**src/rtl/pipe_add_pkg.sv**
```systemverilog
// Shared constants and the per-stage payload for the pipelined adder.
// PIPE_ADD_OVF_EN adds the operand sign bits to the payload for overflow detection.
package pipe_add_pkg;

  localparam int unsigned DefaultWidth  = 16;
  localparam int unsigned DefaultStages = 4;
  // Upper bound on WIDTH; payload fields are sized to it and unused bits stay zero.
  localparam int unsigned MaxWidth      = 64;

  typedef struct packed {
    logic [MaxWidth-1:0] a_rem;  // operand chunks not yet added
    logic [MaxWidth-1:0] b_rem;
    logic [MaxWidth-1:0] sum;    // completed lower sum chunks
    logic                carry;
`ifdef PIPE_ADD_OVF_EN
    logic                sign_a;
    logic                sign_b;
`endif
  } stage_payload_t;

endpackage

```
**src/rtl/pipe_add_stage.sv**
```systemverilog
// One pipeline stage: adds chunk Idx of the operands plus the incoming carry and registers the
// result with a valid bit; holds its contents while stalled downstream.
module pipe_add_stage
  import pipe_add_pkg::*;
#(
  parameter int unsigned Cw  = 4,
  parameter int unsigned Idx = 0
) (
  input  logic           clk_i,
  input  logic           rst_n,
  input  logic           valid_i,
  input  stage_payload_t pay_i,
  input  logic           ready_i,
  output logic           valid_o,
  output stage_payload_t pay_o
);

  localparam int unsigned Lsb = Idx * Cw;

  logic           valid_q;
  logic           load;
  logic [Cw:0]    chunk_sum;
  stage_payload_t pay_d, pay_q;

  assign load      = !valid_q || ready_i;
  assign chunk_sum = {1'b0, pay_i.a_rem[Lsb +: Cw]} + {1'b0, pay_i.b_rem[Lsb +: Cw]}
                   + {{Cw{1'b0}}, pay_i.carry};

  always_comb begin
    pay_d                   = pay_i;
    // Consumed operand chunks are cleared so only the remaining ones travel on.
    pay_d.a_rem[Lsb +: Cw]  = '0;
    pay_d.b_rem[Lsb +: Cw]  = '0;
    pay_d.sum[Lsb +: Cw]    = chunk_sum[Cw-1:0];
    pay_d.carry             = chunk_sum[Cw];
  end

  always_ff @(posedge clk_i or negedge rst_n) begin
    if (!rst_n) begin
      valid_q <= 1'b0;
      pay_q   <= '0;
    end else if (load) begin
      valid_q <= valid_i;
      if (valid_i) begin
        pay_q <= pay_d;
      end
    end
  end

  assign valid_o = valid_q;
  assign pay_o   = pay_q;

endmodule

```
**src/rtl/pipe_add.sv**
```systemverilog
// Pipelined ripple adder: STAGES chunk adders of WIDTH/STAGES bits with valid/ready flow control.
// Define PIPE_ADD_OVF_EN to produce the signed overflow flag; otherwise ovf is tied low.
module pipe_add
  import pipe_add_pkg::*;
#(
  parameter int unsigned WIDTH  = DefaultWidth,
  parameter int unsigned STAGES = DefaultStages
) (
  input  logic             clk,
  input  logic             rst_n,
  input  logic             in_valid,
  output logic             in_ready,
  input  logic [WIDTH-1:0] a,
  input  logic [WIDTH-1:0] b,
  input  logic             c_in,
  output logic             out_valid,
  input  logic             out_ready,
  output logic [WIDTH-1:0] sum,
  output logic             c_out,
  output logic             ovf
);

  localparam int unsigned CW = WIDTH / STAGES;

  if (STAGES == 0 || (WIDTH % STAGES) != 0 || WIDTH > MaxWidth) begin : g_bad_cfg
    $error("pipe_add: need STAGES >= 1, WIDTH a multiple of STAGES, WIDTH <= %0d", MaxWidth);
  end

  logic [STAGES:0] vchain;
  logic [STAGES:0] ready;
  stage_payload_t  pay_in;
  stage_payload_t  pay [STAGES+1];

  always_comb begin
    pay_in                   = '0;
    pay_in.a_rem[WIDTH-1:0]  = a;
    pay_in.b_rem[WIDTH-1:0]  = b;
    pay_in.carry             = c_in;
`ifdef PIPE_ADD_OVF_EN
    pay_in.sign_a            = a[WIDTH-1];
    pay_in.sign_b            = b[WIDTH-1];
`endif
  end

  assign vchain[0] = in_valid;
  assign pay[0]    = pay_in;

  // ready_k = !v_k || ready_{k+1}, unrolled from the output end so no signal feeds itself.
  always_comb begin
    logic acc;
    acc           = out_ready;
    ready[STAGES] = out_ready;
    for (int k = int'(STAGES) - 1; k >= 0; k--) begin
      acc      = acc || !vchain[k+1];
      ready[k] = acc;
    end
  end

  for (genvar k = 0; k < STAGES; k++) begin : g_stage
    pipe_add_stage #(
      .Cw  (CW),
      .Idx (k)
    ) u_stage (
      .clk_i   (clk),
      .rst_n   (rst_n),
      .valid_i (vchain[k]),
      .pay_i   (pay[k]),
      .ready_i (ready[k+1]),
      .valid_o (vchain[k+1]),
      .pay_o   (pay[k+1])
    );
  end

  assign in_ready  = ready[0];
  assign out_valid = vchain[STAGES];
  assign sum       = pay[STAGES].sum[WIDTH-1:0];
  assign c_out     = pay[STAGES].carry;

`ifdef PIPE_ADD_OVF_EN
  assign ovf = (pay[STAGES].sign_a == pay[STAGES].sign_b) &&
               (pay[STAGES].sum[WIDTH-1] != pay[STAGES].sign_a);
`else
  assign ovf = 1'b0;
`endif

  // Operand fields are fully consumed by the last stage and upper sum bits are always zero.
  logic unused_last;
  assign unused_last = ^{pay[STAGES].a_rem, pay[STAGES].b_rem, pay[STAGES].sum};

endmodule

```
**config.mk**
```make
export PLATFORM = sky130hd
export DESIGN_NAME = pipe_add
export DESIGN_NICKNAME = d
export VERILOG_FILES = /design/src/rtl/pipe_add_pkg.sv /design/src/rtl/pipe_add_stage.sv /design/src/rtl/pipe_add.sv
export SDC_FILE = /design/constraint.sdc
export NUM_CORES = 1
export LEC_CHECK = 0
export CORE_MARGIN = 10
export CORE_UTILIZATION = 55
export DETAILED_ROUTE_END_ITERATION = 12
export GPL_TIMING_DRIVEN = 0
export PLACE_DENSITY = 0.77
export RECOVER_POWER = 25
export SLEW_MARGIN = 15
export SYNTH_ARGS = -nofsm -noshare
export SYNTH_HDL_FRONTEND = slang
export SYNTH_SLANG_ARGS = --single-unit
```
**constraint.sdc**
```tcl
create_clock -name clk -period 4.95 [get_ports clk]
set_input_delay 0.99 -clock clk [delete_from_list [all_inputs] [get_ports clk]]
set_output_delay 0.99 -clock clk [all_outputs]
set_load 0.05 [all_outputs]
```
==> run summary, run 1 <==
Outcome = complete, but fails checks
Failing checks = capacitance limit, slew limit
Total Wirelength = 7112 um
Clock Latency Late Sink = 0.35 ns
GRT Util Overall = 0.1361
Cell with the most instances after synthesis = dfrtp_1
Initial Util = 0.5657
Die area = 0.01136 mm^2
Clk buf depth = 2
Pwr dens = 537.9 mW/mm^2
DR DRC count = 0
Vias in the first global route = 2548
Fin cells = 457
Area Overhead vs Synth = 20.87%
Nets = 411
Async set-reset flop share out of synthesis = 1.000
Via density = 5.116
Top cells by area, synth = dfrtp_1 (58%), mux2_2 (20%), fa_1 (3.9%), ha_1 (3.6%), o21ai_0 (1.7%)
Routed WL per cell = 15.56 um
Mapped Avg Cell Area = 14.37 um^2
Max cap viols = 1
Syn_nets = 344
Root buffer cell = clkbuf_8
Setup repair after global routing missed its margin = false
Synth warnings = 0
Initial antenna violation count = 0
Crit path kind = in -> out
Yosys cell types = 26
Tmin final = 3.655 ns
Grt total ovfl = 0
Final GP Congestion = 0.7400
Share of the synthesized area in the top cell type = 0.5823
H-tree Lvls = 3
Crit share post-route = 0.7384
CP max FO = 4
Clk_skew = 0.006871 ns
Hold-fix buffers at CTS = 0
Worst slack at placement = 1.277 ns
Design area = 0.004986 mm^2
Fin. max-slew vios = 39
Cell area after synthesis = 0.004125 mm^2
Cts bufs inserted = 9
Rows = 31
Maximum VDD drop = 299.2 uV
Synth area leader = dfrtp_1
Antenna Cells = 0
Critical path data required time = 3.96 ns
Filler instances = 576
Routed Antenna Nets = 0
Post-synth EDFFs = 0
#FFs+latches synth = 96
I/O Buffers = 55
CORE AREA = 0.007292 mm^2
Endpoints failing hold = 0
CTS tree = yes
Final Setup Violations = 0
Placed Area = 0.004825 mm^2
Post-Synthesis Cells = 287
Most used flip-flop cell after synthesis = dfrtp_1
Layout cells sized above 1 = 0.2877
Largest net degree at the start of global routing = 60
Clock Pin Slew Worst Setup and Hold Paths = 0.08 ns
CP startpoint kind = input port
Setup_tns = 0 ns
Synth top cells by count = dfrtp_1 (96), mux2_2 (74), nand2_1 (18), inv_1 (14), o21ai_0 (14)
Worst slew pin tran = 1.921 ns
DP Cell Count = 442
Register area share after synthesis = 0.5823
Num ports = 57
HPWL Detailed = 5333 um
Area of the multi-input gates = 0.001587 mm^2
Tot Pwr = 2.682 mW
Leakage power = 2.227 nW
Crit path capture type = output pin
Clk sink count = 96
Max Freq = 273.6 MHz
Post-CTS setup buffers = 0
Post_cts resized = 0
Chip Height = 106.6 um
WP data arrival = 2.67 ns
Class of the worst hold path = reg -> reg
Pre-Repair DR Iteration Count = 4
Die W = 106.6 um
Reg area = 0.002402 mm^2
1st-iter DRT viols = 23
First-pass GRT wire length = 12180 um
Slew Limit Headroom = -0.2807
Total number of vias = 2338
PnR worst setup slack = 1.295 ns
## per-layer routing
metal	global-route usage	part of all wire	vias to the layer above
met3	0.04790	0.051	8
met5	0	0	-
met1	0.1487	0.41	1180
met4	0.06093	0.014	0
met2	0.2335	0.53	39
li1	-	-	1111
## layout by cell type (no fill, tap or decap)
cell and instances:
o31ai_1 1, ha_1 12, a21o_1 6, clkdlybuf4s50_1 54
inv_1 14, a21oi_1 7, dfrtp_1 96, o21a_1 3
clkinvlp_4 1, nand2b_1 4, xor2_1 6, nand4b_4 1
clkbuf_2 1, mux2_1 2, fa_1 8, nor3_1 2
or2_2 1, clkbuf_1 3, buf_4 4, nor2b_1 2
clkbuf_8 10, buf_2 4, buf_6 3, clkinv_2 1
bufinv_16 1, o21ai_0 14, mux2_2 74, conb_1 1
nand2_2 1, nand2_1 18, nand3b_1 1, xnor2_1 1
o21ai_4 1
## state kept, by name (all words and copies together), names as in the netlist
name / flops
g_stage.u_stage.pay_o: 92
g_stage.u_stage.valid_o: 4
## worst max-delay path, cell delays in order
cell             delay [ns]
clkdlybuf4s50_1        0.44
nand4b_4               0.22
or2_2                  0.31
clkdlybuf4s50_1        0.71
## final timing paths
path,from,end,slack (ns),depth (start not counted)
hold reg to reg,g_stage[1].u_stage.pay_o[8],g_stage[1].u_stage.pay_o[8],0.48,2
setup reg to reg,g_stage[2].u_stage.pay_o[0],g_stage[3].u_stage.pay_o[0],3.14,5
setup / recovery,out_ready,in_ready,1.29,4
hold / removal,g_stage[1].u_stage.pay_o[8],g_stage[1].u_stage.pay_o[8],0.48,2
max in group asynchronous,rst_n,g_stage[2].u_stage.pay_o[9],1.55,2
min in group asynchronous,rst_n,g_stage[3].u_stage.valid_o,1.16,1
## stage by stage
stage	hold slack [ns]	util
6_report	0.4789	0.6838
5_1_grt	0.5146	0.6838
4_1_cts	0.4827	0.6874
3_5_place_dp	0.4629	0.6616
3_3_place_gp	0.4559	0.6582
2_1_floorplan	0.4446	-
## report_power, final
part           internal [mW]  leakage [nW]  switching, mW  total, mW
logic                  0.471          1.00          0.533       1.00
registers               1.04          1.13          0.141       1.19
clock network          0.244        0.0925          0.248      0.492
total                   1.76          2.23          0.922       2.68
## layout make-up
class / instances / share of cell area
plain buffers: 11 / 0.01681
clock buffers: 12 / 0.02911
clock inverters: 3 / 0.008532
inverters: 14 / 0.01054
multi-input cells: 166 / 0.3182
flip-flops and latches: 96 / 0.4818
well taps: 99 / 0.02484
repair buffers: 56 / 0.1102
## logic make-up after synthesis
kind of cell	count (synthesis)	share of synthesized area
buffers and inverters	25	0.03306
AOI/OAI and AO/OA	32	0.04762
DFF	96	0.5823
xor gates and xnor gates	7	0.01486
and+or+nand+nor	30	0.03852
other	1	0.0009090
adders and majority gates	20	0.07522
muxes	76	0.2075
Power figures use the tool's default switching activity.
==> run 2: changes to the inputs <==
--- a/config.mk
+++ b/config.mk
@@ -6,10 +6,10 @@
 export NUM_CORES = 1
 export LEC_CHECK = 0
 export CORE_MARGIN = 10
-export CORE_UTILIZATION = 55
+export CORE_UTILIZATION = 54
 export DETAILED_ROUTE_END_ITERATION = 12
 export GPL_TIMING_DRIVEN = 0
-export PLACE_DENSITY = 0.77
+export PLACE_DENSITY = 0.76
 export RECOVER_POWER = 25
 export SLEW_MARGIN = 15
 export SYNTH_ARGS = -nofsm -noshare
==> constraint.sdc (replaced) <==
create_clock -name clk -period 3.4 [get_ports clk]
set_input_delay 0.68 -clock clk [delete_from_list [all_inputs] [get_ports clk]]
set_output_delay 0.68 -clock clk [all_outputs]
set_load 0.05 [all_outputs]
==> run 2 against run 1 <==
  * The run still ends with capacitance limit, slew limit left
  * Register-to-register slack lost 1.5 ns
  * First-iteration DRC count grew 57%
  * Global-route usage shrank 0.22 points
==> run summary, run 2 (synthesis results as in run 1) <==
Clock Latency Late Sink = 0.36 ns
Tmin final = 3.026 ns
Slew Limit Headroom = -0.5929
Fin. max-slew vios = 44
Cts bufs inserted = 9
Final Setup Violations = 0
H-tree Lvls = 3
Pwr dens = 774.3 mW/mm^2
CORE AREA = 0.007331 mm^2
Post-CTS setup buffers = 0
Total number of vias = 2325
Layout cells sized above 1 = 0.2925
First-pass GRT wire length = 12110 um
Routed Antenna Nets = 0
WP data arrival = 2.35 ns
Max cap viols = 1
Num ports = 57
HPWL Detailed = 5185 um
Clk_skew = 0.009156 ns
Max reg flops = 92
Routed WL per cell = 15.30 um
Chip Height = 107.4 um
Pre-Repair DR Iteration Count = 4
Vias in the first global route = 2511
Die W = 107.4 um
Failing checks = capacitance limit, slew limit
Fin cells = 458
Final GP Congestion = 0.7198
Initial antenna violation count = 0
Filler instances = 531
DP Cell Count = 442
Class of the worst hold path = reg -> reg
CP startpoint kind = input port
Clk sink count = 96
Setup repair after global routing missed its margin = false
Setup_tns = 0 ns
Most common cell after layout, fill and taps aside = dfrtp_1
1st-iter DRT viols = 36
Area Overhead vs Synth = 21.32%
Leakage power = 2.232 nW
Endpoints failing hold = 0
Nets = 411
Post_cts resized = 0
Die area = 0.01153 mm^2
Max Freq = 330.4 MHz
CP max FO = 4
Rows = 31
Root buffer cell = clkbuf_8
DR DRC count = 0
Antenna Cells = 0
Crit path capture type = output pin
Clock Pin Slew Worst Setup and Hold Paths = 0.09 ns
Grt total ovfl = 0
Largest net degree at the start of global routing = 54
Clk buf depth = 2
Most frequent cells in the layout = dfrtp_1 (96), mux2_2 (74), clkdlybuf4s50_1 (54), nand2_1 (18)
Initial Util = 0.5627
GRT Util Overall = 0.1338
Via density = 5.076
Worst slew pin tran = 2.389 ns
Critical path data required time = 2.72 ns
CTS tree = yes
Maximum VDD drop = 373.9 uV
Total Wirelength = 7007 um
Hold-fix buffers at CTS = 0
I/O Buffers = 55
Outcome = complete, but fails checks
Crit path kind = in -> out
Crit share post-route = 0.8901
-- run 2: cell types whose count changed in the layout (fill, tap and decap cells not counted) --
cell / before / now
clkinvlp_4: 1 / 2
clkbuf_8: 10 / 11
buf_16: 0 / 1
clkbuf_2: 1 / 0
bufinv_16: 1 / 0
clkbuf_1: 3 / 2
clkinv_4: 0 / 1
-- run 2: where the power goes --
part / internal, mW / switching [mW] / leakage, nW
clock network: 0.306 / 0.384 / 0.0886
logic: 0.689 / 0.775 / 1.01
registers: 1.52 / 0.199 / 1.13
-- run 2: per-stage QoR --
step	hold WS [ns]	worst slack [ns]	area, um^2	power [mW]	util
floorplan	0.3844	1.408	4125	2.767	-
global placement	0.4570	-1.811	4800	3.181	0.6547
detailed placement	0.4666	0.3640	4825	3.240	0.6581
CTS	0.3209	0.3605	5009	3.930	0.6832
global route	0.5056	0.3195	5005	4.146	0.6827
finish	0.4790	0.3736	5005	3.875	0.6827
-- run 2: worst paths after layout --
path | from | to | slack (ns) | cells past startpoint
worst max-delay path | out_ready | in_ready | 0.37 | 4
worst min-delay path | g_stage[0].u_stage.pay_o[3] | g_stage[0].u_stage.pay_o[3] | 0.48 | 2
worst max register to register | g_stage[2].u_stage.pay_o[0] | g_stage[3].u_stage.pay_o[0] | 1.63 | 5
worst min register to register | g_stage[0].u_stage.pay_o[3] | g_stage[0].u_stage.pay_o[3] | 0.48 | 2
max in group asynchronous | rst_n | g_stage[1].u_stage.pay_o[2] | 1.01 | 1
min in group asynchronous | rst_n | g_stage[3].u_stage.pay_o[3] | 1.04 | 1
-- run 2: layer usage --
metal | routed length, um | part of all wire | track usage
met1 | 3009 | 0.43 | 0.1591
met2 | 3576 | 0.51 | 0.2225
met3 | 292 | 0.042 | 0.03593
met4 | 129 | 0.018 | 0.06011
met5 | 0 | 0 | 0
-- run 2: final cells by class --
| type | instances | area, um^2 | area share |
|---|---|---|---|
| Clock inverter | 4 | 28.78 | 0.005750 |
| Sequential cell | 96 | 2402 | 0.4800 |
| Buffer | 11 | 83.83 | 0.01675 |
| Inverter | 14 | 52.55 | 0.01050 |
| Multi-Input combinational cell | 166 | 1587 | 0.3170 |
| Timing Repair Buffer | 56 | 571.8 | 0.1142 |
| Tap cell | 99 | 123.9 | 0.02475 |
| Clock buffer | 12 | 155.1 | 0.03100 |
-- run 2: worst max-delay path: stages --
cell and delay [ns]:
clkdlybuf4s50_1 0.43, nand4b_4 0.21, or2_2 0.31, clkdlybuf4s50_1 0.71
